===== src/rtl/complex_result_tx_pkg.sv =====
`default_nettype none
// ============================================================================
// Module      : complex_result_tx_pkg
// Description : Shared types and constants for the complex multiplier result
//               transmitter: FSM state encoding, default widths and a helper
//               that derives the packed {re, im} result width.
// Revision    : 1.0  - initial release
// ============================================================================
package complex_result_tx_pkg;

    localparam int c_DEFAULT_DATA_WIDTH = 16;
    localparam int c_DEFAULT_FIFO_DEPTH = 4;

    typedef enum logic [1:0] {
        IDLE    = 2'd0,
        PRESENT = 2'd1,
        GAP     = 2'd2
    } state_t;

    // Packed result width: real part in the MSBs, imaginary part in the LSBs
    function automatic int res_width(input int data_width);
        return 2 * data_width;
    endfunction

endpackage
`default_nettype wire


===== src/rtl/complex_result_tx_fifo.sv =====
`default_nettype none
// ============================================================================
// Module      : complex_result_tx_fifo
// Description : Synchronous result FIFO. A push is accepted when there is
//               room or when a pop happens on the same edge. The count is one
//               bit wider than the pointers so full and empty are distinct.
// Revision    : 1.0  - initial release
// ============================================================================
module complex_result_tx_fifo
    import complex_result_tx_pkg::*;
#(
    parameter int WIDTH = res_width(c_DEFAULT_DATA_WIDTH),
    parameter int DEPTH = c_DEFAULT_FIFO_DEPTH
) (
    input  logic             clk,
    input  logic             rstn,
    input  logic             i_sw_rst,
    input  logic             i_push,
    input  logic [WIDTH-1:0] i_push_data,
    input  logic             i_pop,
    output logic [WIDTH-1:0] o_pop_data,
    output logic             o_full,
    output logic             o_empty
);

    localparam int                c_ADDR_W   = $clog2(DEPTH);
    localparam logic [c_ADDR_W:0] c_FULL_CNT = (c_ADDR_W + 1)'(DEPTH);

    logic [WIDTH-1:0]    r_mem [DEPTH];
    logic [c_ADDR_W-1:0] r_wr_ptr;
    logic [c_ADDR_W-1:0] r_rd_ptr;
    logic [c_ADDR_W:0]   r_count;

    logic w_full;
    logic w_empty;
    logic w_do_pop;
    logic w_do_push;

    assign w_full    = (r_count == c_FULL_CNT);
    assign w_empty   = (r_count == '0);
    assign w_do_pop  = i_pop & ~w_empty;
    // A pop on the same edge frees the slot the push needs
    assign w_do_push = i_push & (~w_full | w_do_pop);

    assign o_pop_data = r_mem[r_rd_ptr];
    assign o_full     = w_full;
    assign o_empty    = w_empty;

    // Storage array: data only, no reset needed since pointers gate reads
    always_ff @(posedge clk) begin
        if (w_do_push && !i_sw_rst) begin
            r_mem[r_wr_ptr] <= i_push_data;
        end
    end

    // Pointers and occupancy; soft reset has priority over push/pop
    always_ff @(posedge clk or negedge rstn) begin
        if (!rstn) begin
            r_wr_ptr <= '0;
            r_rd_ptr <= '0;
            r_count  <= '0;
        end else if (i_sw_rst) begin
            r_wr_ptr <= '0;
            r_rd_ptr <= '0;
            r_count  <= '0;
        end else begin
            if (w_do_push) begin
                r_wr_ptr <= r_wr_ptr + 1'b1;
            end
            if (w_do_pop) begin
                r_rd_ptr <= r_rd_ptr + 1'b1;
            end
            case ({w_do_push, w_do_pop})
                2'b10:   r_count <= r_count + 1'b1;
                2'b01:   r_count <= r_count - 1'b1;
                default: r_count <= r_count;
            endcase
        end
    end

endmodule
`default_nettype wire


===== src/rtl/complex_result_tx.sv =====
`default_nettype none
// ============================================================================
// Module      : complex_result_tx
// Description : Producer end of the complex multiplier result interface.
//               Buffers {re, im} results in a FIFO and presents them one at
//               a time on res_val/res_ready, forcing res_val low for at least
//               one cycle between transfers.
// Revision    : 1.0  - initial release
// ============================================================================
module complex_result_tx
    import complex_result_tx_pkg::*;
#(
    parameter int DATA_WIDTH = c_DEFAULT_DATA_WIDTH,
    parameter int FIFO_DEPTH = c_DEFAULT_FIFO_DEPTH
) (
    input  logic                    clk,
    input  logic                    rstn,
    input  logic                    sw_rst,
    input  logic                    core_val,
    input  logic [DATA_WIDTH-1:0]   core_re,
    input  logic [DATA_WIDTH-1:0]   core_im,
    output logic                    buf_full,
    output logic                    ovf,
    output logic                    res_val,
    input  logic                    res_ready,
    output logic [2*DATA_WIDTH-1:0] res_data
);

    localparam int c_RES_W = res_width(DATA_WIDTH);

    state_t             r_state;
    state_t             w_state_nxt;
    logic               r_res_val;
    logic               w_res_val_nxt;
    logic [c_RES_W-1:0] r_res_data;
    logic [c_RES_W-1:0] w_res_data_nxt;
    logic               r_ovf;

    logic               w_pop;
    logic [c_RES_W-1:0] w_fifo_data;
    logic               w_fifo_full;
    logic               w_fifo_empty;
    logic               w_drop;

    complex_result_tx_fifo #(
        .WIDTH (c_RES_W),
        .DEPTH (FIFO_DEPTH)
    ) u_fifo (
        .clk         (clk),
        .rstn        (rstn),
        .i_sw_rst    (sw_rst),
        .i_push      (core_val),
        .i_push_data ({core_re, core_im}),
        .i_pop       (w_pop),
        .o_pop_data  (w_fifo_data),
        .o_full      (w_fifo_full),
        .o_empty     (w_fifo_empty)
    );

    // A result is lost only when the FIFO is full and nothing leaves it this edge
    assign w_drop = core_val & w_fifo_full & ~w_pop;

    assign buf_full = w_fifo_full;
    assign ovf      = r_ovf;
    assign res_val  = r_res_val;
    assign res_data = r_res_data;

    // Next-state and registered-output decode for the presentation FSM
    always_comb begin
        w_state_nxt    = r_state;
        w_pop          = 1'b0;
        w_res_val_nxt  = r_res_val;
        w_res_data_nxt = r_res_data;
        case (r_state)
            IDLE: begin
                if (!w_fifo_empty) begin
                    w_pop          = 1'b1;
                    w_res_val_nxt  = 1'b1;
                    w_res_data_nxt = w_fifo_data;
                    w_state_nxt    = PRESENT;
                end
            end
            PRESENT: begin
                if (res_ready) begin
                    w_res_val_nxt = 1'b0;
                    w_state_nxt   = GAP;
                end
            end
            GAP: begin
                w_state_nxt = IDLE;
            end
            default: begin
                w_res_val_nxt = 1'b0;
                w_state_nxt   = IDLE;
            end
        endcase
    end

    // State, output register and sticky overflow; soft reset wins
    always_ff @(posedge clk or negedge rstn) begin
        if (!rstn) begin
            r_state    <= IDLE;
            r_res_val  <= 1'b0;
            r_res_data <= '0;
            r_ovf      <= 1'b0;
        end else if (sw_rst) begin
            r_state    <= IDLE;
            r_res_val  <= 1'b0;
            r_res_data <= '0;
            r_ovf      <= 1'b0;
        end else begin
            r_state    <= w_state_nxt;
            r_res_val  <= w_res_val_nxt;
            r_res_data <= w_res_data_nxt;
            if (w_drop) begin
                r_ovf <= 1'b1;
            end
        end
    end

endmodule
`default_nettype wire


===== config.mk =====
export PLATFORM = sky130hd
export DESIGN_NAME = complex_result_tx
export DESIGN_NICKNAME = d
export VERILOG_FILES = /design/src/rtl/complex_result_tx_pkg.sv /design/src/rtl/complex_result_tx_fifo.sv /design/src/rtl/complex_result_tx.sv
export SDC_FILE = /design/constraint.sdc
export NUM_CORES = 1
export LEC_CHECK = 0
export CAP_MARGIN = 10
export CELL_PAD_IN_SITES_DETAIL_PLACEMENT = 1
export CELL_PAD_IN_SITES_GLOBAL_PLACEMENT = 1
export CORE_AREA = 2 2 125 127
export DETAILED_ROUTE_END_ITERATION = 12
export DIE_AREA = 0 0 127 129
export PLACE_DENSITY_LB_ADDON = 0.08
export SLEW_MARGIN = 10
export SYNTH_ARGS = -nofsm -noshare
export SYNTH_HDL_FRONTEND = slang
export SYNTH_SLANG_ARGS = --single-unit

===== constraint.sdc =====
create_clock -name clk -period 5.25 [get_ports clk]
set_input_delay 0.7875 -clock clk [delete_from_list [all_inputs] [get_ports clk]]
set_output_delay 0.7875 -clock clk [all_outputs]
set_load 0.1 [all_outputs]

* Word-level counts from Yosys, hierarchy flattened *
Memories as Yosys holds them, arrays and structs flattened.
Index checks and enable logic that the tools add are counted.

word-level totals
  bits in registers = 43
  RAM bits = 128
  input bits = 37
  output and inout bits = 35
  logic and storage cells = 64
  memories kept = 1

cells by class
  add/sub/neg operators = 4
  eq/ne operators = 9
  muxes and demuxes = 23
  bitwise gates (word level) = 8
  reductions and logical operators = 12

memory list
  memory        words  bits a word  read ports  clocked after Yosys merged registers in  write ports  line                          text
  u_fifo.r_mem  4      32           1           0                                        1            complex_result_tx_fifo.sv:29  logic [WIDTH-1:0] r_mem [DEPTH];

operators with widths
  operator               number
  $mux W32               3
  $mux W2                7
  $mux W1                9
  $reduce_bool A2 Y1     4
  $ne A3 B3 Y1 const B   2
  $pmux W3 S2            1
  $add A2 B1 Y2 const B  2
  $and A1 B1 Y1          4
  $eq A2 B1 Y1 const B   2
  $eq A2 B2 Y1 const B   2
  $ne A2 B2 Y1 const B   2
  $pmux W2 S2            1
  $reduce_and A2 Y1      2
  $add A3 B1 Y3 const B  1
  $eq A3 B3 Y1 const B   1
  $logic_not A3 Y1       1
  $mux W3                1
  $not A1 Y1             3
  $pmux W1 S3            1
  $reduce_and A3 Y1      1
  $reduce_bool A3 Y1     1
  $sub A3 B1 Y3 const B  1
  $logic_not A2 Y1       1
  $logic_and A1 B1 Y1    1
  other kinds (2)        2

* Longest topological paths before layout *
Gate-level depths: netlist of the first run.

  word-level depth = 9
  mapped depth = 9
  gate-level depth less buffers = 8

* By module *
A second synthesis of the first run with hierarchy kept.

unflattened totals
  cell total of the unflattened synthesis = 403
  area total of the unflattened synthesis = 7,014.2 um2

by module, submodules not included
  module                  instances  cells an instance  area each (um2)  seq. area each (um2)
  complex_result_tx_fifo  1          235                5,211.2          4,018.9
  complex_result_tx       1          168                1,803.0          900.9

* Worst setup path after synthesis of the first run *
No wires, ideal clock.

  path kind = register to register
  start = register u_fifo.r_count[2]
  end = memory u_fifo.r_mem[0][0] (netlist bit) (enable)
  setup time = 0.404 ns
  arrival = 2.704 ns
  required time = 4.846 ns
  setup slack = 2.141 ns
  cell stages (with the launch flop) = 6
  path buffers = 1
  period minus slack after synthesis = 3.109 ns
  path through = dfrtp_1 > buf_2 > nor3b_2 > a21bo_2 > nor2_1 > and2_1

between the ends
  elaborated cells between the ends (all ways) = 12
  classes of those cells = eq/ne: 1; mux: 4; bitwise: 5; reduce/logical: 2

RTL lines
  element                        line                          text
  start, declared                complex_result_tx_fifo.sv:32  logic [c_ADDR_W:0] r_count;
  start signal, assigned         complex_result_tx_fifo.sv:74  2'b10: r_count <= r_count + 1'b1;
  start signal, assigned         complex_result_tx_fifo.sv:75  2'b01: r_count <= r_count - 1'b1;
  start signal, assigned         complex_result_tx_fifo.sv:76  default: r_count <= r_count;
  $eq A3 B3 Y1                   complex_result_tx_fifo.sv:39  assign w_full = (r_count == c_FULL_CNT);
  via buf_full                   complex_result_tx.sv:22       output logic buf_full,
  $not A1 Y1                     complex_result_tx_fifo.sv:43  assign w_do_push = i_push & (~w_full | w_do_pop);
  $or A1 B1 Y1                   complex_result_tx_fifo.sv:43
  $and A1 B1 Y1                  complex_result_tx_fifo.sv:43
  $logic_and A1 B1 Y1            complex_result_tx_fifo.sv:51  if (w_do_push && !i_sw_rst) begin
  $mux W1                        complex_result_tx_fifo.sv:51
  $mux W1 (not written as such)  complex_result_tx_fifo.sv:52  r_mem[r_wr_ptr] <= i_push_data;
  end, declared                  complex_result_tx_fifo.sv:29

The timed path passes the listed nets, and every way through them passes these cells.

* Final worst setup path of the first run *
  start = register u_fifo.r_count[2]
  end = output buf_full

between the ends
  word-level cells in the longest chain between the ends = 1

ends and longest elaborated chain
  element        line
  $eq A3 B3 Y1   complex_result_tx_fifo.sv:39
  end, declared  complex_result_tx.sv:22

No other way between the ends.

==> impl_metrics.py, run 1 <==
metrics = {
    "run_status": {
        "status": "complete, no violations",
    },
    "synthesis": {
        "syn_area_um2": 6590,
        "yosys.area.top_type": "edfxtp_1",
        "ys_types": 40,
        "yosysMostFrequentCell": "edfxtp_1",
        "synthArstFlopShare_pct": 25.1,
        "synth_top_area_share_pct": 58.3,
        "yosys-top-cells-count": "edfxtp_1, dfrtp_1, a22o_1, mux4_1, nor2_1",
        "synth_flop_cell": "edfxtp_1",
        "synthCells": 318,
        "ys_ff_latch": 171,
        "synth-edff-count": 128,
        "syn-num-nets": 360,
        "yosys-top-cells-area": "edfxtp_1, dfrtp_1, mux4_1",
        "yosysWarnings": 0,
        "ys_seq_area_share_pct": 74.7,
        "avgSynthCellArea_um2": 20.7,
    },
    "power": {
        "leakagePower_nw": 2.83,
        "peakVddDrop_mv": 0.472,
        "pwr_density_cell_nw_per_um2": 601,
        "power_mw": 4.81,
    },
    "setup_path": {
        "path_cells": "nor3b_2, clkdlybuf4s50_1",
        "startpoint_type": "register",
        "arrival_ns": 2.55,
        "required_ns": 4.46,
        "r2r_slack_ns": 2.67,
        "max_stage_delay_ns": 1.20,
        "endpoint_kind": "output pin",
        "path_class": "register to output pin",
        "path_max_fanout": 11,
        "cp_slowest_cell": "clkdlybuf4s50_1",
        "reg2reg_from": "r_state[1]",
        "critPathLaunch": "u_fifo.r_count[2]",
    },
    "timing": {
        "clock_skew_ns": 0.00576,
        "relSlewSlack_pct": 29.3,
        "max_freq_ghz": 0.300,
        "rsz0062_at_grt": "false",
        "period_minus_slack_ns": 3.33,
        "report.final.slew_viol_count": 0,
        "worst_pin_slew_ns": 1.06,
        "timing.final.crit_share_pct": 63.5,
        "hold_viol": 0,
        "setup_viol": 0,
        "final.setup.tns_ns": 0,
    },
    "run": {
        "maxCapViolCount": 0,
    },
    "clocking": {
        "path_clk_slew_ns": 0.06,
        "cts_buffers": 17,
        "post_cts_buffers": 0,
        "cts_resized": 0,
        "cts_root_buf": "clkbuf_16",
        "clock-sinks": 171,
        "worstSkewPairLatency_ns": 0.42,
        "hold_buffers": 0,
        "cts.path.max_buffers": 2,
        "cts_tree": "done",
        "htreeDepth": 4,
    },
    "cells_and_area": {
        "fin_nets": 431,
        "drive_gt1_share_pct": 12.9,
        "seq_area_um2": 4920,
        "multiInputGateArea_um2": 1550,
        "insertedDiodeCount": 0,
        "synthToLayoutAreaGrowth_pct": 21.5,
        "n_fill_cell": 1336,
    },
    "worst_hold_path": {
        "hp-start": "res_data[11]",
        "hold_path.class": "register to register",
    },
    "drt": {
        "drt_iter0_drc": 116,
        "wl_per_cell_um": 20.8,
        "totalWireLength_um": 12300,
        "vias": 3227,
        "drc_errors": 0,
        "first_pass_iters": 4,
        "vias_per_cell": 5.47,
        "antenna_left": 0,
    },
    "placement": {
        "gp_congestion": 0.705,
        "dp_hpwl_um": 7140,
        "io_buffers": 71,
    },
    "floorplanning": {
        "die_w_um": 127,
        "ios": 72,
        "die_area_um2": 16400,
        "rows": 45,
        "die_h_um": 129,
        "core_area_um2": 15000,
        "start_util_pct": 44.0,
    },
    "grt": {
        "grt_usage_pct": 16.1,
        "antenna_found_initial": 0,
        "grt_max_degree": 44,
        "grt_pass1_wl_um": 19300,
        "grt_pass1_vias": 3489,
        "grt-ovfl-total": 0,
    },
}
==> through the flow <==
stage	cell area (µm²)	hold slack (ns)	util, %	worst slack (ns)	instances
after global placement	7420	0.484	49.6	2.03	558
after detailed placement	7420	0.483	49.6	1.91	558
after global routing	8000	0.520	53.4	1.81	590
final	8000	0.498	53.4	1.92	590
after floorplan	6590	0.492	-	2.14	318
after CTS	8000	0.506	53.4	1.91	590
==> critical path: cells and delay by family (launching register included) <==
kind	cells	cell delay, ns
buf+inv	1	1.20
simple gates	1	0.37
flops	1	0.56
==> placed cells by master (no fill, tap or decap), types with 2 or more instances in the layout <==
cell type / Yosys / final
ha_1: 4 / 4
nor3b_2: 2 / 2
clkdlybuf4s50_1: 0 / 70
edfxtp_1: 128 / 128
clkinv_1: 0 / 2
inv_1: 2 / 2
bufinv_16: 0 / 3
nand2_1: 4 / 4
nor2_4: 1 / 3
clkinv_4: 0 / 2
xnor2_1: 3 / 3
clkinv_2: 0 / 5
mux4_2: 8 / 8
and2_2: 0 / 4
nor2_1: 12 / 12
nor4_1: 3 / 3
a22o_1: 33 / 33
dfrtp_2: 0 / 2
a21oi_1: 2 / 2
nor3_1: 3 / 3
clkbuf_16: 0 / 17
dfrtp_1: 43 / 41
mux4_1: 24 / 24
clkbuf_1: 5 / 2
or2_1: 2 / 2
==> flip-flops by register name, indices dropped and copies added (netlist names) <==
signal,flops
u_fifo.r_mem,128
u_fifo.r_wr_ptr,2
u_fifo.r_rd_ptr,2
ovf,1
r_state,2
res_val,1
u_fifo.r_count,3
res_data,32
==> layout make-up <==
class / count / area share (%)
Inverter: 2 / 0.0938
Tap cell: 188 / 2.94
Clock buffer: 19 / 5.41
Timing Repair Buffer: 71 / 8.82
Clock inverter: 13 / 1.86
Sequential cell: 171 / 61.5
Multi-Input combinational cell: 126 / 19.4
==> worst paths after layout <==
| path | cells after the start | to |
|---|---|---|
| worst min-delay path | 1 | res_data[11] |
| min in group asynchronous | 1 | r_state[0] |
| max in group asynchronous | 1 | u_fifo.r_rd_ptr[1] |
| worst max register to register | 4 | u_fifo.r_mem[0][16] |
| worst max-delay path | 2 | buf_full |
| worst min register to register | 1 | res_data[11] |
==> metal layers <==
layer,global-route usage (%),routed length [µm]
met1,20.8,5520
met5,0,0
met2,26.3,6150
met3,4.66,409
met4,6.01,186
==> kinds of logic after synthesis <==
| logic type | share of synthesized area, % |
|---|---|
| adder cells (fa/ha/maj) | 1.06 |
| buffers and inverters | 2.03 |
| AND/OR/NAND/NOR | 3.32 |
| XOR/XNOR | 0.646 |
| multiplexers | 12.5 |
| AO/OA/AOI/OAI | 5.83 |
| flip-flops | 74.7 |
==> report_power, final <==
group	leakage [nW]	internal [mW]	switching, mW
registers	1.74	1.64	0.176
clock network	0.290	0.743	0.493
logic	0.799	0.523	1.24
Power figures use the tool's default switching activity.
==> inputs of run 2 (changes only) <==
--- a/config.mk
+++ b/config.mk
@@ -8,9 +8,9 @@
 export CAP_MARGIN = 10
 export CELL_PAD_IN_SITES_DETAIL_PLACEMENT = 1
 export CELL_PAD_IN_SITES_GLOBAL_PLACEMENT = 1
-export CORE_AREA = 2 2 125 127
+export CORE_AREA = 2 2 126 128
 export DETAILED_ROUTE_END_ITERATION = 12
-export DIE_AREA = 0 0 127 129
+export DIE_AREA = 0 0 128 130
 export PLACE_DENSITY_LB_ADDON = 0.08
 export SLEW_MARGIN = 10
 export SYNTH_ARGS = -nofsm -noshare
==> constraint.sdc (replaced) <==
create_clock -name clk -period 2.8 [get_ports clk]
set_input_delay 0.42 -clock clk [delete_from_list [all_inputs] [get_ports clk]]
set_output_delay 0.42 -clock clk [all_outputs]
set_load 0.1 [all_outputs]
==> run 2 against run 1 <==
Non-clock buffer count grew 13. Core utilization down 1.1 points. Critical path depth grew 5. Worst setup slack worse by 1.6 ns. Critical path type is now register to register. Critical endpoint is now u_fifo.r_count[1].
==> impl_metrics.py, run 2 (same netlist as run 1, synthesis figures left out) <==
metrics = {
    "grt": {
        "grtUsageMet3_pct": 4.67,
        "busiest_layer": "met2",
        "antenna_found_initial": 0,
        "grt-ovfl-total": 0,
        "grt_max_degree": 34,
        "grt_util_met2_pct": 29.2,
        "grt_util_met1_pct": 21.7,
        "grt_usage_pct": 17.5,
        "grt_pass1_wl_um": 20900,
        "grt_pass1_vias": 3685,
    },
    "power": {
        "pwr_density_cell_nw_per_um2": 1120,
        "power_frac_seq_pct": 36.9,
        "peakVddDrop_mv": 0.559,
        "power_mw": 9.07,
        "clock_power_share_pct": 25.8,
        "combPwrFrac_pct": 37.3,
        "power.switching_mw": 3.67,
        "p_int_mw": 5.40,
        "leakagePower_nw": 2.96,
        "switching_share_pct": 40.4,
    },
    "setup_path": {
        "arrival_ns": 2.83,
        "path_max_fanout": 8,
        "required_ns": 3.16,
        "endpoint_kind": "register",
        "path_class": "register to register",
        "startpoint_type": "register",
    },
    "timing": {
        "timing.final.crit_share_pct": 88.2,
        "max_freq_ghz": 0.405,
        "worst_pin_slew_ns": 0.967,
        "relSlewSlack_pct": 35.4,
        "setup_viol": 0,
        "period_minus_slack_ns": 2.47,
        "hold_viol": 0,
        "clock_skew_ns": 0.00788,
        "final.setup.tns_ns": 0,
        "report.final.slew_viol_count": 0,
        "finalWorstSetupSlack_ns": 0.330,
        "rsz0062_at_grt": "false",
    },
    "cells_and_area": {
        "layoutNonFillerInstCount": 607,
        "fin_nets": 444,
        "largest_reg_flops": 128,
        "multiInputGateArea_um2": 1560,
        "seq_area_um2": 4920,
        "final_cell_mix": "edfxtp_1, buf_4, dfrtp_1",
        "insertedDiodeCount": 0,
        "drive_gt1_share_pct": 23.9,
        "largest_register": "u_fifo.r_mem",
        "synthToLayoutAreaGrowth_pct": 22.6,
        "layout_commonest_cell": "edfxtp_1",
        "n_fill_cell": 1395,
    },
    "drt": {
        "first_pass_iters": 4,
        "drc_errors": 0,
        "vias": 3305,
        "vias_per_cell": 5.44,
        "totalWireLength_um": 13400,
        "antenna_left": 0,
        "wl_per_cell_um": 22.0,
        "drt_iter0_drc": 179,
    },
    "placement": {
        "pre_cts_slack_ns": 0.325,
        "gp_congestion": 0.733,
        "io_buffers": 71,
        "dp.cells": 575,
        "dp_hpwl_um": 8000,
    },
    "floorplanning": {
        "rows": 46,
        "core_area_um2": 15400,
        "die_w_um": 128,
        "start_util_pct": 42.7,
        "ios": 72,
        "die_area_um2": 16600,
        "die_h_um": 130,
    },
    "clocking": {
        "htreeDepth": 4,
        "cts_buffers": 17,
        "clock-sinks": 171,
        "cts_root_buf": "clkbuf_16",
        "cts.path.max_buffers": 2,
        "post_cts_buffers": 0,
        "cts_resized": 0,
        "worstSkewPairLatency_ns": 0.43,
        "cts_tree": "done",
        "path_clk_slew_ns": 0.06,
        "hold_buffers": 0,
    },
    "run_status": {
        "status": "complete, no violations",
    },
    "run": {
        "maxCapViolCount": 0,
    },
    "worst_hold_path": {
        "hold_path.class": "primary input to asynchronous set/reset pin",
    },
}
-- run 2: cell types whose count changed in the layout (fill, tap and decap cells not counted), sizes merged --
cell / change
buf: +48
clkbuf: +1
clkdlybuf4s50: -35
clkinv: -2
clkinvlp: +1
-- run 2: worst max-delay path, stage by stage, from the launching register on --
cell     delay [ns]
dfrtp_1        0.49
or2_1          0.32
o21ai_1        0.28
nor2_1         0.10
fa_1           0.50
or3b_2         0.44
nor4_1         0.14
or3_1          0.14
-- run 2: final timing paths --
check / startpoint / slack (ns) / cells after the start / end
worst max-delay path: u_fifo.r_count[1] / 0.33 / 7 / u_fifo.r_count[1]
max in group asynchronous: rstn / 2.00 / 2 / res_data[31]
worst min-delay path: rstn / 0.06 / 1 / r_state[1]
min in group clk: res_data[9] / 0.50 / 1 / res_data[9]
worst max register to register: u_fifo.r_count[1] / 0.33 / 7 / u_fifo.r_count[1]
worst min register to register: res_data[9] / 0.50 / 1 / res_data[9]
-- run 2: cell type report --
| type | instances | area share, % |
|---|---|---|
| Sequential cell | 171 | 60.9 |
| Multi-Input combinational cell | 126 | 19.3 |
| Timing Repair Buffer | 84 | 9.48 |
| Clock buffer | 20 | 5.41 |
| Tap cell | 192 | 2.97 |
| Clock inverter | 12 | 1.81 |
| Inverter | 2 | 0.0930 |
-- run 2: stage by stage --
step | hold WS [ns] | util (%) | cell area [µm²]
6_report | 0.0581 | 52.4 | 8080
5_1_grt | 0.104 | 52.4 | 8080
4_1_cts | 0.0865 | 52.4 | 8080
3_3_place_gp | 0.480 | 48.6 | 7490
2_1_floorplan | 0.124 | - | 6600
3_5_place_dp | 0.494 | 48.6 | 7490
-- run 2: power groups by stage --
stage | clock, mW | sequential (mW) | combinational (mW)
2_1_floorplan | 0 | 4.85 | 1.17
3_3_place_gp | 0 | 3.38 | 3.38
3_5_place_dp | 0 | 3.41 | 3.41
4_1_cts | 2.40 | 3.36 | 3.43
5_1_grt | 2.49 | 3.40 | 3.56
6_report | 2.34 | 3.35 | 3.38
-- run 2: per-layer routing --
metal | routed length [µm] | vias to the layer above
met3 | 489 | 25
met1 | 5730 | 1725
met4 | 321 | 0
met2 | 6840 | 75
li1 | - | 1480
met5 | 0 | -
